--- config.mk ---
export PLATFORM = sky130hd
export DESIGN_NAME = sim_lifecycle_ctrl
export DESIGN_NICKNAME = d
export VERILOG_FILES = /design/src/rtl/sim_lifecycle_ctrl.sv
export SDC_FILE = /design/constraint.sdc
export NUM_CORES = 1
export LEC_CHECK = 0
export ABC_AREA = 1
export BUFFER_PORTS_ARGS = -buffer_cell sky130_fd_sc_hd__buf_2
export CORE_ASPECT_RATIO = 1.5
export CORE_MARGIN = 10
export CORE_UTILIZATION = 38
export CTS_BUF_LIST = sky130_fd_sc_hd__clkbuf_4 sky130_fd_sc_hd__clkbuf_8 sky130_fd_sc_hd__clkbuf_16
export DETAILED_ROUTE_END_ITERATION = 6
export SLEW_MARGIN = 20
export SYNTH_ARGS = -nofsm -noshare
export SYNTH_HDL_FRONTEND = slang
export SYNTH_SLANG_ARGS = --single-unit
export TNS_END_PERCENT = 1
--- constraint.sdc ---
create_clock -name clock -period 11.8 [get_ports clock]
set_input_delay 0.59 -clock clock [delete_from_list [all_inputs] [get_ports clock]]
set_output_delay 0.59 -clock clock [all_outputs]
set_load 0.02 [all_outputs]
--- src/rtl/sim_lifecycle_ctrl.sv ---
// Simulation lifecycle sequencer: DUT reset/init pulses, watchdog-driven quit/drain,
// timeouts, wave-dump window and a saturating cycle counter.
module sim_lifecycle_ctrl #(
  parameter int unsigned CYCLE_W            = 64,
  parameter int unsigned RESET_CYCLES       = 5,
  parameter int unsigned INIT_CYCLES        = 1,
  parameter int unsigned TIMEOUT_AFTER_QUIT = 10000,
  parameter int unsigned GLOBAL_TIMEOUT     = 0
) (
  input  logic               clock,
  input  logic               reset,
  input  logic               idle,
  input  logic               wd_valid,
  input  logic [7:0]         wd_status,
  input  logic [CYCLE_W-1:0] dump_start,
  input  logic [CYCLE_W-1:0] dump_end,
  output logic               dut_reset,
  output logic               initFlag,
  output logic               wd_poll,
  output logic               dump_en,
  output logic [CYCLE_W-1:0] cycle,
  output logic [CYCLE_W-1:0] quit_cycle,
  output logic               finish,
  output logic               fatal,
  output logic [1:0]         fatal_code
);

  typedef enum logic [2:0] {StBoot, StRun, StDrain, StDone, StFail} state_e;

  localparam logic [CYCLE_W-1:0] ResetCyc  = CYCLE_W'(RESET_CYCLES);
  localparam logic [CYCLE_W-1:0] InitCyc   = CYCLE_W'(INIT_CYCLES);
  localparam logic [CYCLE_W-1:0] GlobalCyc = CYCLE_W'(GLOBAL_TIMEOUT);
  localparam logic [CYCLE_W-1:0] CycOne    = CYCLE_W'(1);
  localparam logic [CYCLE_W:0]   DrainCyc  = (CYCLE_W+1)'(TIMEOUT_AFTER_QUIT);

  state_e             state_q, state_d;
  logic [CYCLE_W-1:0] cycle_q, cycle_d;
  logic [CYCLE_W-1:0] quit_q, quit_d;
  logic [1:0]         code_q, code_d;
  logic               dump_q, dump_d;
  logic               dut_reset_q, init_q, wd_poll_q, finish_q, fatal_q;
  logic               counting;
  logic [CYCLE_W:0]   drain_limit;

  // Threshold checks use cycle_d, the count being loaded on this edge, so that
  // "on the edge where cycle reaches N" lines up with the registered outputs.
  always_comb begin
    state_d     = state_q;
    quit_d      = quit_q;
    code_d      = code_q;
    dump_d      = dump_q;
    counting    = (state_q == StBoot) || (state_q == StRun) || (state_q == StDrain);
    cycle_d     = cycle_q;
    drain_limit = {1'b0, quit_q} + DrainCyc;

    if (counting && (cycle_q != {CYCLE_W{1'b1}})) begin
      cycle_d = cycle_q + CycOne;
    end

    unique case (state_q)
      StBoot: begin
        if (cycle_d >= ResetCyc) state_d = StRun;
      end
      StRun: begin
        if (wd_valid) begin
          if (wd_status == 8'hff) begin
            quit_d  = cycle_q;
            state_d = idle ? StDone : StDrain;
          end else if (wd_status != 8'h00) begin
            state_d = StFail;
            code_d  = 2'd1;
          end
        end
      end
      StDrain: begin
        if (idle) begin
          state_d = StDone;
        end else if ({1'b0, cycle_d} > drain_limit) begin
          state_d = StFail;
          code_d  = 2'd2;
        end
      end
      default: ;
    endcase

    // Global timeout only applies if nothing else already ended the run.
    if (counting && (GLOBAL_TIMEOUT != 0) && (cycle_d == GlobalCyc) &&
        (state_d != StDone) && (state_d != StFail)) begin
      state_d = StFail;
      code_d  = 2'd3;
    end

    if (counting) begin
      if ((cycle_d == dump_start) || ((dump_start == '0) && (cycle_q == '0))) dump_d = 1'b1;
      if ((dump_end != '0) && (cycle_d == dump_end)) dump_d = 1'b0;
    end
  end

  always_ff @(posedge clock) begin
    if (reset) begin
      state_q     <= StBoot;
      cycle_q     <= '0;
      quit_q      <= '0;
      code_q      <= 2'd0;
      dump_q      <= 1'b0;
      dut_reset_q <= 1'b1;
      init_q      <= 1'b1;
      wd_poll_q   <= 1'b0;
      finish_q    <= 1'b0;
      fatal_q     <= 1'b0;
    end else begin
      state_q     <= state_d;
      cycle_q     <= cycle_d;
      quit_q      <= quit_d;
      code_q      <= code_d;
      dump_q      <= dump_d;
      dut_reset_q <= (cycle_d < ResetCyc);
      init_q      <= (cycle_d < InitCyc);
      wd_poll_q   <= (state_d == StRun);
      finish_q    <= (state_d == StDone);
      fatal_q     <= (state_d == StFail);
    end
  end

  assign dut_reset  = dut_reset_q;
  assign initFlag   = init_q;
  assign wd_poll    = wd_poll_q;
  assign dump_en    = dump_q;
  assign cycle      = cycle_q;
  assign quit_cycle = quit_q;
  assign finish     = finish_q;
  assign fatal      = fatal_q;
  assign fatal_code = code_q;

endmodule

==> metrics list, run 1 <==
* Post-Syn Area: 0.0133 sq mm
- Global router's overall resource usage: 34.9%
- After synthesis the netlist holds a flip-flop and latch count of 139.
- Along the worst hold path, the cell count comes to 2.
* Endpoint of the most critical register-to-register path: wd_poll
- For the final routed database, the setup TNS stands at 0 ns.
- The internal portion of the total power is 1.51 mW.
- The floorplan step defined a die boundary enclosing 0.0429 sq mm.
* Total of buffers placed on input and output ports: 275
* Clock network latency to the later pin of the worst-skew pair: 0.46 ns
- Number of buffers between clock root and the deepest sink: 2
* Final setup violation count: 0
- Cells after synthesis: 2238
* Min-Delay Path Class: reg2reg
- Worst R2R Setup Slack: 6.39 ns
- Clock tree from TritonCTS: yes
- The number of global-route vias before repair is 16200.
* Required time worst endpoint: 12.19 ns
- Total power of the final layout: 3.59 mW
* Area of combinational cells with multiple inputs: 0.00912 sq mm
- Synthesized area per cell: 5.92 sq um
* Initial DRC Count: 1613
* Post-layout minimum cycle time: 5.41 ns
- Core region area: 0.0344 sq mm
- Final Net Count: 2707
- Reg area: 0.00278 sq mm
- Kind of end point of the critical path: flip-flop
- Detailed placement finished with a half-perimeter wire length of 64800 microns.
- Dividing the detail-routed wire length by the instance count gives 25.8 microns.
- Layout fillers: 3823
* Overall via count from detail_route: 16500
* Wire length of the first global-routing pass: 109000 microns
- The clock tree synthesis step divided the H-tree into 4 levels.
- Pin placement for this block handled 276 I/O pins.
- Netlist cell types: 50
* Final hold violation count: 0
- Warnings from Yosys: 0
- Headroom to the max-slew limit: 43.6%
* Number of pins exceeding their max-slew limit in the final report: 0
* Arrival time at the worst endpoint: 5.81 ns
* Final worst-path cycle share: 45.9%
* Leading cell type in the layout, fill and taps excluded: sky130_fd_sc_hd__nand2_1
- The initial utilization of the core area, before any placement, comes to 38.5%.
* Fraction of final layout cells with drive strength greater than 1: 15.8%
* Global Route met1 Usage: 36.9%
* Source of the worst register-to-register timing path: quit_cycle[4]
- Number of hold buffers added after cts: 0
* Fraction of power consumed by combinational cells: 62.9%
- Num rows: 83
* Met2 layer usage reported by global route: 59.7%
- At the pin with the least slew margin, the transition time is 0.845 ns.
- Area growth from synthesis to final layout: 18.5%
* Slowest Stage Delay on Critical Path: 0.43 ns
- In the routed layout, each cell is associated on average with a via count of 5.53.
* DRT Pass-1 Iters: 6
- DIE HEIGHT: 249 microns
- Residual overflow from global routing: 0
* Die X-Extent: 172 microns
* Post-cts repair resize count: 0
- PD cells: 229 mW/mm^2
- Setup repair after global routing missed its margin: false
* Switching fraction of total power: 58.0%
* Number of flops mapped to enable cells by yosys: 0
* Flip-flop cell with the highest count after synthesis: sky130_fd_sc_hd__dfxtp_1
* Maximum number of pins on one net before global-route repair: 68
- CTS placed an instance of sky130_fd_sc_hd__clkbuf_16 at the clock tree root.
* Number of buffers created by CTS: 17
* Setup CP Type: reg2reg
- Sequential cell fraction of total power: 19.7%
* Total nets after synthesis: 2445
- The initial antenna violation count is 0.
* Busiest layer in global routing: met2
* Critical Path Fanout Max: 5
- For this run, the register share of the synthesized area comes to 21.0%.
- Global routing met3 resource utilization: 4.60%
* Detail Route Antenna Nets: 0
- The slowest stage of the critical path belongs to the cell sky130_fd_sc_hd__nor3_1.
- For this run, asynchronously set or reset flops after synthesis account for 0%.
- Clock-pin slew on the worst setup and hold paths: 0.07 ns
- Diodes inserted: 0
* Commonest cells after routing, fill and taps aside: 631 x sky130_fd_sc_hd__nand2_1, 323 x sky130_fd_sc_hd__nor2_1, 288 x sky130_fd_sc_hd__inv_1
* Max-Cap Viols: 0
- Clock power frac: 17.4%
- Summed over all layers, the routed wires come to 76800 microns.
- The clock net in this run drives a total of 139 sinks.
- Hold endpoint: dump_en
- The worst setup path is launched from a flip-flop.
* HP Start: dump_en
* Most prevalent standard cell on the critical path: sky130_fd_sc_hd__nand2_1
- Switching power total: 2.08 mW
- Achievable Freq: 185 MHz
* Post-CTS setup buffer count: 0
- Remaining DRCs: 0
* Final Skew: 0.0144 ns
- The flow ran to the end, and the final reports show no timing, DRC or antenna violations.
- The number of cells on the worst reg-to-reg path is 30.
* Placer Congestion: 1.03
- The analysis attributes to cell leakage a power of 7.41 nW.
- Worst vdd ir: 128 uV
[power by group through the flow]
stage          clock, mW  sequential, mW  combinational (mW)
2_1_floorplan          0           0.697                1.33
3_3_place_gp           0           0.713                2.19
3_5_place_dp           0           0.713                2.20
4_1_cts            0.631           0.703                2.21
5_1_grt            0.646           0.708                2.42
6_report           0.626           0.708                2.26
[worst max-delay path: cells and delay by family, from the launching register on]
family        cells  cell delay [ns]
flops             1             0.42
simple gates     25             4.07
fa+ha+maj         2             0.53
buf+inv           2             0.13
xor+xnor          1             0.19
[sequential cells by signal, indices dropped and copies added (netlist names)]
signal      flops
quit_cycle     64
fatal_code      2
fatal           1
finish          1
wd_poll         1
dut_reset       1
cycle          64
dump_en         1
initFlag        1
state_q         3
[final cells by class]
class,count,share of cell area [%]
clock buffer,17,2.71
clock inverter,15,1.43
inverter,297,7.12
multi-input combinational,1761,58.1
sequential,139,17.7
tap,467,3.72
timing repair buffer,284,9.20
[cell families after synthesis]
family,after synthesis,share of synthesized area [%]
DFF,139,21.0
xor gates and xnor gates,123,8.45
adders and majority gates,67,6.33
buffers and inverters,338,10.2
AOI/OAI and AO/OA,219,8.73
and+or+nand+nor,1352,45.3
[stage by stage]
step / setup WS, ns / cells / hold WS (ns) / cell area (sq um) / util [%]
3_5_place_dp: 6.41 / 2948 / 0.463 / 15000 / 43.8
6_report: 6.39 / 2980 / 0.481 / 15700 / 45.7
5_1_grt: 5.82 / 2980 / 0.511 / 15700 / 45.7
2_1_floorplan: 7.84 / 2238 / 0.522 / 13300 / -
3_3_place_gp: 6.40 / 2948 / 0.460 / 15000 / 43.8
4_1_cts: 6.35 / 2980 / 0.474 / 15700 / 45.7
[how the worst max path moves through the flow]
stage          cells after the start     startpoint  endpoint  slack, ns
2_1_floorplan                     30  quit_cycle[4]    finish       7.84
3_3_place_gp                      30  quit_cycle[4]    finish       6.40
3_5_place_dp                      30  quit_cycle[4]   wd_poll       6.41
4_1_cts                           30  quit_cycle[4]   wd_poll       6.35
5_1_grt                           30  quit_cycle[4]   wd_poll       5.82
6_report                          30  quit_cycle[4]   wd_poll       6.39
[cell usage after synthesis, drive strengths merged (2+ instances only)]
cell,number,area [sq um]
nand2,673,2670
nor2,337,1340
inv,297,1120
dfxtp,139,2780
nand3,116,581
a21oi,105,526
xor2,98,873
o21ai,95,487
nand4,71,444
ha,67,838
nor4,58,369
nor3,50,270
nand3b,30,225
clkbuf,26,97.6
xnor2,23,201
buf,15,135
or2,12,75.1
o211ai,5,37.5
o22ai,5,31.3
and3,3,18.8
xnor3,2,45.0
[per-layer routing]
metal	wire length [microns]	share of wire, %	vias to the layer above
li1	-	-	7764
met1	26800	35	7623
met2	37500	49	833
met3	4860	6.3	249
met4	7700	10	0
met5	0	0	-
Note: power is estimated with default switching activity, not from simulation.
==> run 2: changes to the inputs <==
- clock period: 11.8 -> 5.43 ns (I/O delays scaled with it)
==> run 2 against run 1 <==
  * Non-clock buffer count grew 61
  * Critical path type unchanged
  * Critical path depth shrank 3
  * Flip-flop and latch count is the same
  * Highest routed layer unchanged
==> metrics list, run 2 (synthesis results as in run 1) <==
- After the last flow step, the layout net total stands at 2768.
- Routed length per instance: 25.6 microns
* Number of buffers between clock root and the deepest sink: 2
- Leakage power summed over all cells: 7.70 nW
- The run finished with clean final reports.
* Final worst-path cycle share: 90.3%
- For this run, the detailed router's first-pass iteration total came to 6.
- Num rows: 83
- Measured slew at the worst slew-check pin: 1.00 ns
- Clock network latency to the later pin of the worst-skew pair: 0.46 ns
* Remaining DRCs: 0
* Critical Path Fanout Max: 6
- The clock period could shrink to 4.91 ns.
* Final Skew: 0.0138 ns
- Final design utilization: 47.0%
- Max-cap violations in this run came to 0.
- Antenna violations before repair: 0
- DIE HEIGHT: 249 microns
- The detailed router finished its first iteration with 1621 violations.
- The wire-length estimate of the detail-placed layout is 65600 microns.
* Overall via count from detail_route: 16700
- Global routing used 35.4% of the available tracks.
- Num ports: 276
- Achievable Freq: 204 MHz
- Arrival time at the worst endpoint: 5.30 ns
- Final instance area: 0.0161 sq mm
- The tree is rooted in a sky130_fd_sc_hd__clkbuf_16.
* Commonest cells after routing, fill and taps aside: 631 x sky130_fd_sc_hd__nand2_1, 323 x sky130_fd_sc_hd__nor2_1, 288 x sky130_fd_sc_hd__inv_1
- Cells with a size suffix above 1 make up 17.9% of the layout.
- CTS built an H-tree with a depth of 4.
- The congestion estimate from routability-driven global placement came to 1.05.
* Setup repair after global routing missed its margin: false
- Diodes inserted: 0
* Min-Delay Path Class: in2reg
* Number of pins exceeding their max-slew limit in the final report: 0
- Buffers inserted during clock tree synthesis total 17.
* Headroom to the max-slew limit: 32.9%
- VDD sags by at most 333 uV.
- Setup CP Type: reg2reg
* Core region area: 0.0344 sq mm
- Routed WL: 77800 microns
- Startpoint type of the worst setup path: flip-flop
- For this configuration, the core starts out at a cell density of 38.5%.
* Routed vias/inst: 5.50
* Kind of end point of the critical path: flip-flop
- Leading cell type in the layout, fill and taps excluded: sky130_fd_sc_hd__nand2_1
- Adding up every negative setup slack in the final design gives 0 ns.
* Vias in the first global route: 16500
* Residual overflow from global routing: 0
- Area growth from synthesis to final layout: 21.9%
* Number of sinks handled by clock tree synthesis: 139
- The placed instances occupy a cell area of 0.0155 sq mm.
- Die X-Extent: 172 microns
* Detail Route Antenna Nets: 0
- After clock tree synthesis, the clock-pin slew on the worst setup and hold paths is 0.08 ns.
- For this design the ratio of total power to cell area is 504 mW/mm^2.
- Power comes to 8.14 mW.
- Total of buffers placed on input and output ports: 275
- Wire length of the first global-routing pass: 110000 microns
* Layout fillers: 3862
* DIE AREA: 0.0429 sq mm
- Entering global routing, the biggest net connects 79 pins.
* Final hold violation count: 0
- Final setup violation count: 0
- Clock tree from TritonCTS: yes
- Data on the critical path is required at its endpoint by 5.82 ns.
[run 2: cell count changes in the layout (fill, tap and decap cells not counted), sizes merged]
cell / change
bufinv: -3
clkinv: +3
buf: +61
[run 2: worst max-delay path: stages, from the launching register on]
cell and delay [ns]:
sky130_fd_sc_hd__dfxtp_1 0.42, sky130_fd_sc_hd__nand3_1 0.16, sky130_fd_sc_hd__nor2_1 0.12, sky130_fd_sc_hd__nor2_1 0.07, sky130_fd_sc_hd__nand2_1 0.10, sky130_fd_sc_hd__nand2_1 0.08
sky130_fd_sc_hd__a21oi_1 0.22, sky130_fd_sc_hd__nand2_1 0.09, sky130_fd_sc_hd__nor2_2 0.24, sky130_fd_sc_hd__nand2_1 0.13, sky130_fd_sc_hd__nor2_1 0.19, sky130_fd_sc_hd__nand2_1 0.14
sky130_fd_sc_hd__nor2_1 0.25, sky130_fd_sc_hd__nand2_1 0.16, sky130_fd_sc_hd__nor4_1 0.45, sky130_fd_sc_hd__xor2_1 0.20, sky130_fd_sc_hd__inv_1 0.07, sky130_fd_sc_hd__ha_1 0.27
sky130_fd_sc_hd__nand4_1 0.22, sky130_fd_sc_hd__nor4_1 0.46, sky130_fd_sc_hd__nand2_1 0.13, sky130_fd_sc_hd__nand2_1 0.13, sky130_fd_sc_hd__nand2_1 0.10, sky130_fd_sc_hd__nand3_1 0.11
sky130_fd_sc_hd__nand2_1 0.07, sky130_fd_sc_hd__inv_1 0.05, sky130_fd_sc_hd__nand3_1 0.07, sky130_fd_sc_hd__nor2_1 0.12
[run 2: power by group]
group	internal [mW]	switching, mW
clock network	0.630	0.644
registers	1.16	0.233
logic	1.66	3.82
[run 2: layer usage]
| metal | vias to the layer above | global-route usage (%) | part of all wire (%) |
|---|---|---|---|
| li1 | 7876 | - | - |
| met1 | 7797 | 36.8 | 34 |
| met4 | 0 | 30.6 | 9.9 |
| met2 | 814 | 61.0 | 50 |
| met3 | 250 | 4.60 | 6.0 |
| met5 | - | 0 | 0 |
[run 2: area by class of cell]
| cell class | count | area (sq um) | area share (%) |
|---|---|---|---|
| clock inverters | 15 | 191 | 1.19 |
| multi-input cells | 1761 | 9130 | 56.5 |
| clock buffers | 17 | 425 | 2.63 |
| flip-flops and latches | 139 | 2780 | 17.2 |
| inverters | 297 | 1120 | 6.92 |
| well taps | 467 | 584 | 3.62 |
| repair buffers | 345 | 1910 | 11.9 |
[run 2: final timing paths]
| kind | start | to | slack, ns | cells after the start |
|---|---|---|---|---|
| max | quit_cycle[6] | wd_poll | 0.52 | 27 |
| min | idle | fatal_code[1] | 0.22 | 4 |
| max reg2reg | quit_cycle[6] | wd_poll | 0.52 | 27 |
| min reg2reg | dump_en | dump_en | 0.47 | 2 |
[run 2: metrics by stage]
step                      hold slack (ns)  worst slack (ns)  std cells
after floorplan                     0.483              1.47       2238
after global placement              0.450             0.644       3009
after detailed placement            0.450             0.587       3009
after CTS                           0.196             0.549       3041
after global routing                0.228             0.111       3041
final                               0.218             0.524       3041
[run 2: repair_timing]
| item | 4_1_cts | 5_1_grt |
|---|---|---|
| hold endpoints to repair | 0 | 0 |
| gates resized for setup | 0 | 2 |
| setup endpoints to repair | 0 | 2 |
| setup buffers | 0 | 0 |
| hold buffers | 0 | 0 |
==> run 3: changes to the inputs <==
- CORE_MARGIN: 10 -> 2
- clock period: 5.43 -> 5.68 ns (I/O delays scaled with it)
==> run 3 against run 2 <==
  * Register-to-register slack hardly changed
  * Hold slack better by 0.024 ns
  * Utilization is 0.53 points lower
  * Critical path type unchanged
  * Critical endpoint is now finish
  * Highest routed layer unchanged
==> metrics list, run 3 (synthesis results as in run 1) <==
- The run finished with clean final reports.
- Final Skew: 0.0131 ns
* Final setup violation count: 0
- PD cells: 480 mW/mm^2
- Initial DRC Count: 1736
* Routed WL: 76700 microns
* Min-Delay Path Class: in2reg
- Using the TritonRoute via totals, the vias-per-cell ratio works out to 5.71.
- Post-detailed-placement half-perimeter wirelength: 63700 microns
- For the pin with the worst max-slew slack, the measured transition is 0.882 ns.
* DIE HEIGHT: 233 microns
- Input and output buffers added on the ports amount to 275.
* Leakage power summed over all cells: 7.57 nW
- In this run the number of H-tree levels came out at 4.
- Clock-pin slew on the worst setup and hold paths: 0.07 ns
* Vias in the first global route: 15900
* Die X-Extent: 156 microns
* Core region area: 0.0343 sq mm
- The largest single stage delay on the critical path is 0.49 ns.
- Startpoint type of the worst setup path: flip-flop
* Global router's overall resource usage: 41.4%
- For this design, the CTS-stage hold fixing added 0 buffers.
- Dividing the detail-routed wire length by the instance count gives 25.8 microns.
- The library cell used most frequently in the layout, excluding fill and tap cells, is sky130_fd_sc_hd__nand2_1.
- Most prevalent standard cell on the critical path: sky130_fd_sc_hd__nand2_1
- Hold timing on the final database bottoms out at a slack of 0.241 ns.
* Num ports: 276
* Kind of end point of the critical path: flip-flop
* Diodes inserted: 0
- Worst vdd ir: 313 uV
- Once layout is complete, the utilization of the core stands at 46.4%.
- The post-route netlist has 17.3% of its cells at a drive strength greater than 1.
* Number of pins exceeding their max-slew limit in the final report: 0
- Final Net Count: 2746
* Num rows: 83
- For the worst setup path, the data arrival time is 5.56 ns.
- Final hold violation count: 0
- Setup TNS: 0 ns
- DIE AREA: 0.0364 sq mm
- Initial core utilization: 38.7%
* Total cell area at the placement stage: 0.0153 sq mm
- Headroom to the max-slew limit: 41.2%
- The critical path is of the reg2reg type.
- Entering global routing, the biggest net connects 54 pins.
- Setup repair after global routing left no endpoint under its margin.
- The final critical path takes up 90.7% of the cycle.
- Overall via count from detail_route: 17000
* Detail Route Antenna Nets: 0
- Post-layout minimum cycle time: 5.15 ns
* Achievable Freq: 194 MHz
* CTS Root Buffer Type: sky130_fd_sc_hd__clkbuf_16
- Commonest cells after routing, fill and taps aside: 631 x sky130_fd_sc_hd__nand2_1, 323 x sky130_fd_sc_hd__nor2_1, 288 x sky130_fd_sc_hd__inv_1
* Number of buffers between clock root and the deepest sink: 2
- Required time worst endpoint: 6.08 ns
* Cell type of the slowest stage on the worst timing path: sky130_fd_sc_hd__nor4_4
- Wire length of the first global-routing pass: 107000 microns
* Antenna violations before repair: 1
* Final instance area: 0.0159 sq mm
- Routability-driven placement finished with a final weighted congestion of 1.12.
- Before antenna repair, the detailed router went through 6 iterations.
- Area growth from synthesis to final layout: 20.1%
* Max-Cap Viols: 0
- Clock tree from TritonCTS: yes
* Remaining DRCs: 0
- Global routing finished with a remaining overflow of 0.
* Number of sinks handled by clock tree synthesis: 139
- Summing internal, switching and leakage power gives 7.64 mW.
- In this run, CTS created clock tree buffers numbering 17.
* Critical Path Fanout Max: 6
- Clock network latency to the later pin of the worst-skew pair: 0.46 ns
## run 3: cell type report
cell class	count	area, sq um
fillers	3825	18400
clock inverters	14	155
clock buffers	18	433
repair buffers	323	1750
inverters	297	1120
flip-flops and latches	139	2780
multi-input cells	1761	9150
well taps	425	532
## run 3: worst max-delay path: cells and delay by family, from the launching register on
family | cells | cell delay [ns]
adder cells (fa/ha/maj) | 1 | 0.28
AO/OA/AOI/OAI | 1 | 0.22
flip-flops | 1 | 0.42
buffers and inverters | 2 | 0.11
AND/OR/NAND/NOR | 23 | 3.96
XOR/XNOR | 1 | 0.08
## run 3: path summary, 6_finish.rpt
check	startpoint	end	slack, ns	depth (start not counted)
worst min-delay path	idle	fatal_code[1]	0.24	4
worst max-delay path	quit_cycle[4]	finish	0.53	28
worst min register to register	dump_en	dump_en	0.47	2
worst max register to register	quit_cycle[4]	finish	0.53	28
## run 3: power by group
part,leakage [nW],total (mW),switching [mW],internal (mW)
clock,0.280,1.20,0.570,0.628
combinational,6.16,5.04,3.55,1.49
sequential,1.13,1.40,0.290,1.11
total,7.57,7.64,4.41,3.23
## run 3: stage by stage
| step | cells | setup slack, ns |
|---|---|---|
| floorplan | 2238 | 1.72 |
| global placement | 2945 | 0.199 |
| detailed placement | 2945 | 0.267 |
| CTS | 2977 | 0.238 |
| global route | 2977 | 0.0743 |
| finish | 2977 | 0.526 |
## run 3: repair_timing
item                                    in CTS  in global routing
endpoints found under the setup margin       0                  6
gates resized for setup                      0                  4
buffers inserted                             0                  0
## run 3: layer usage
metal	GRT usage [%]	up-vias	share of wire (%)
li1	-	7852	-
met1	44.1	7912	35
met2	71.8	940	49
met3	5.07	294	6.6
met4	35.6	0	10
met5	0	-	0
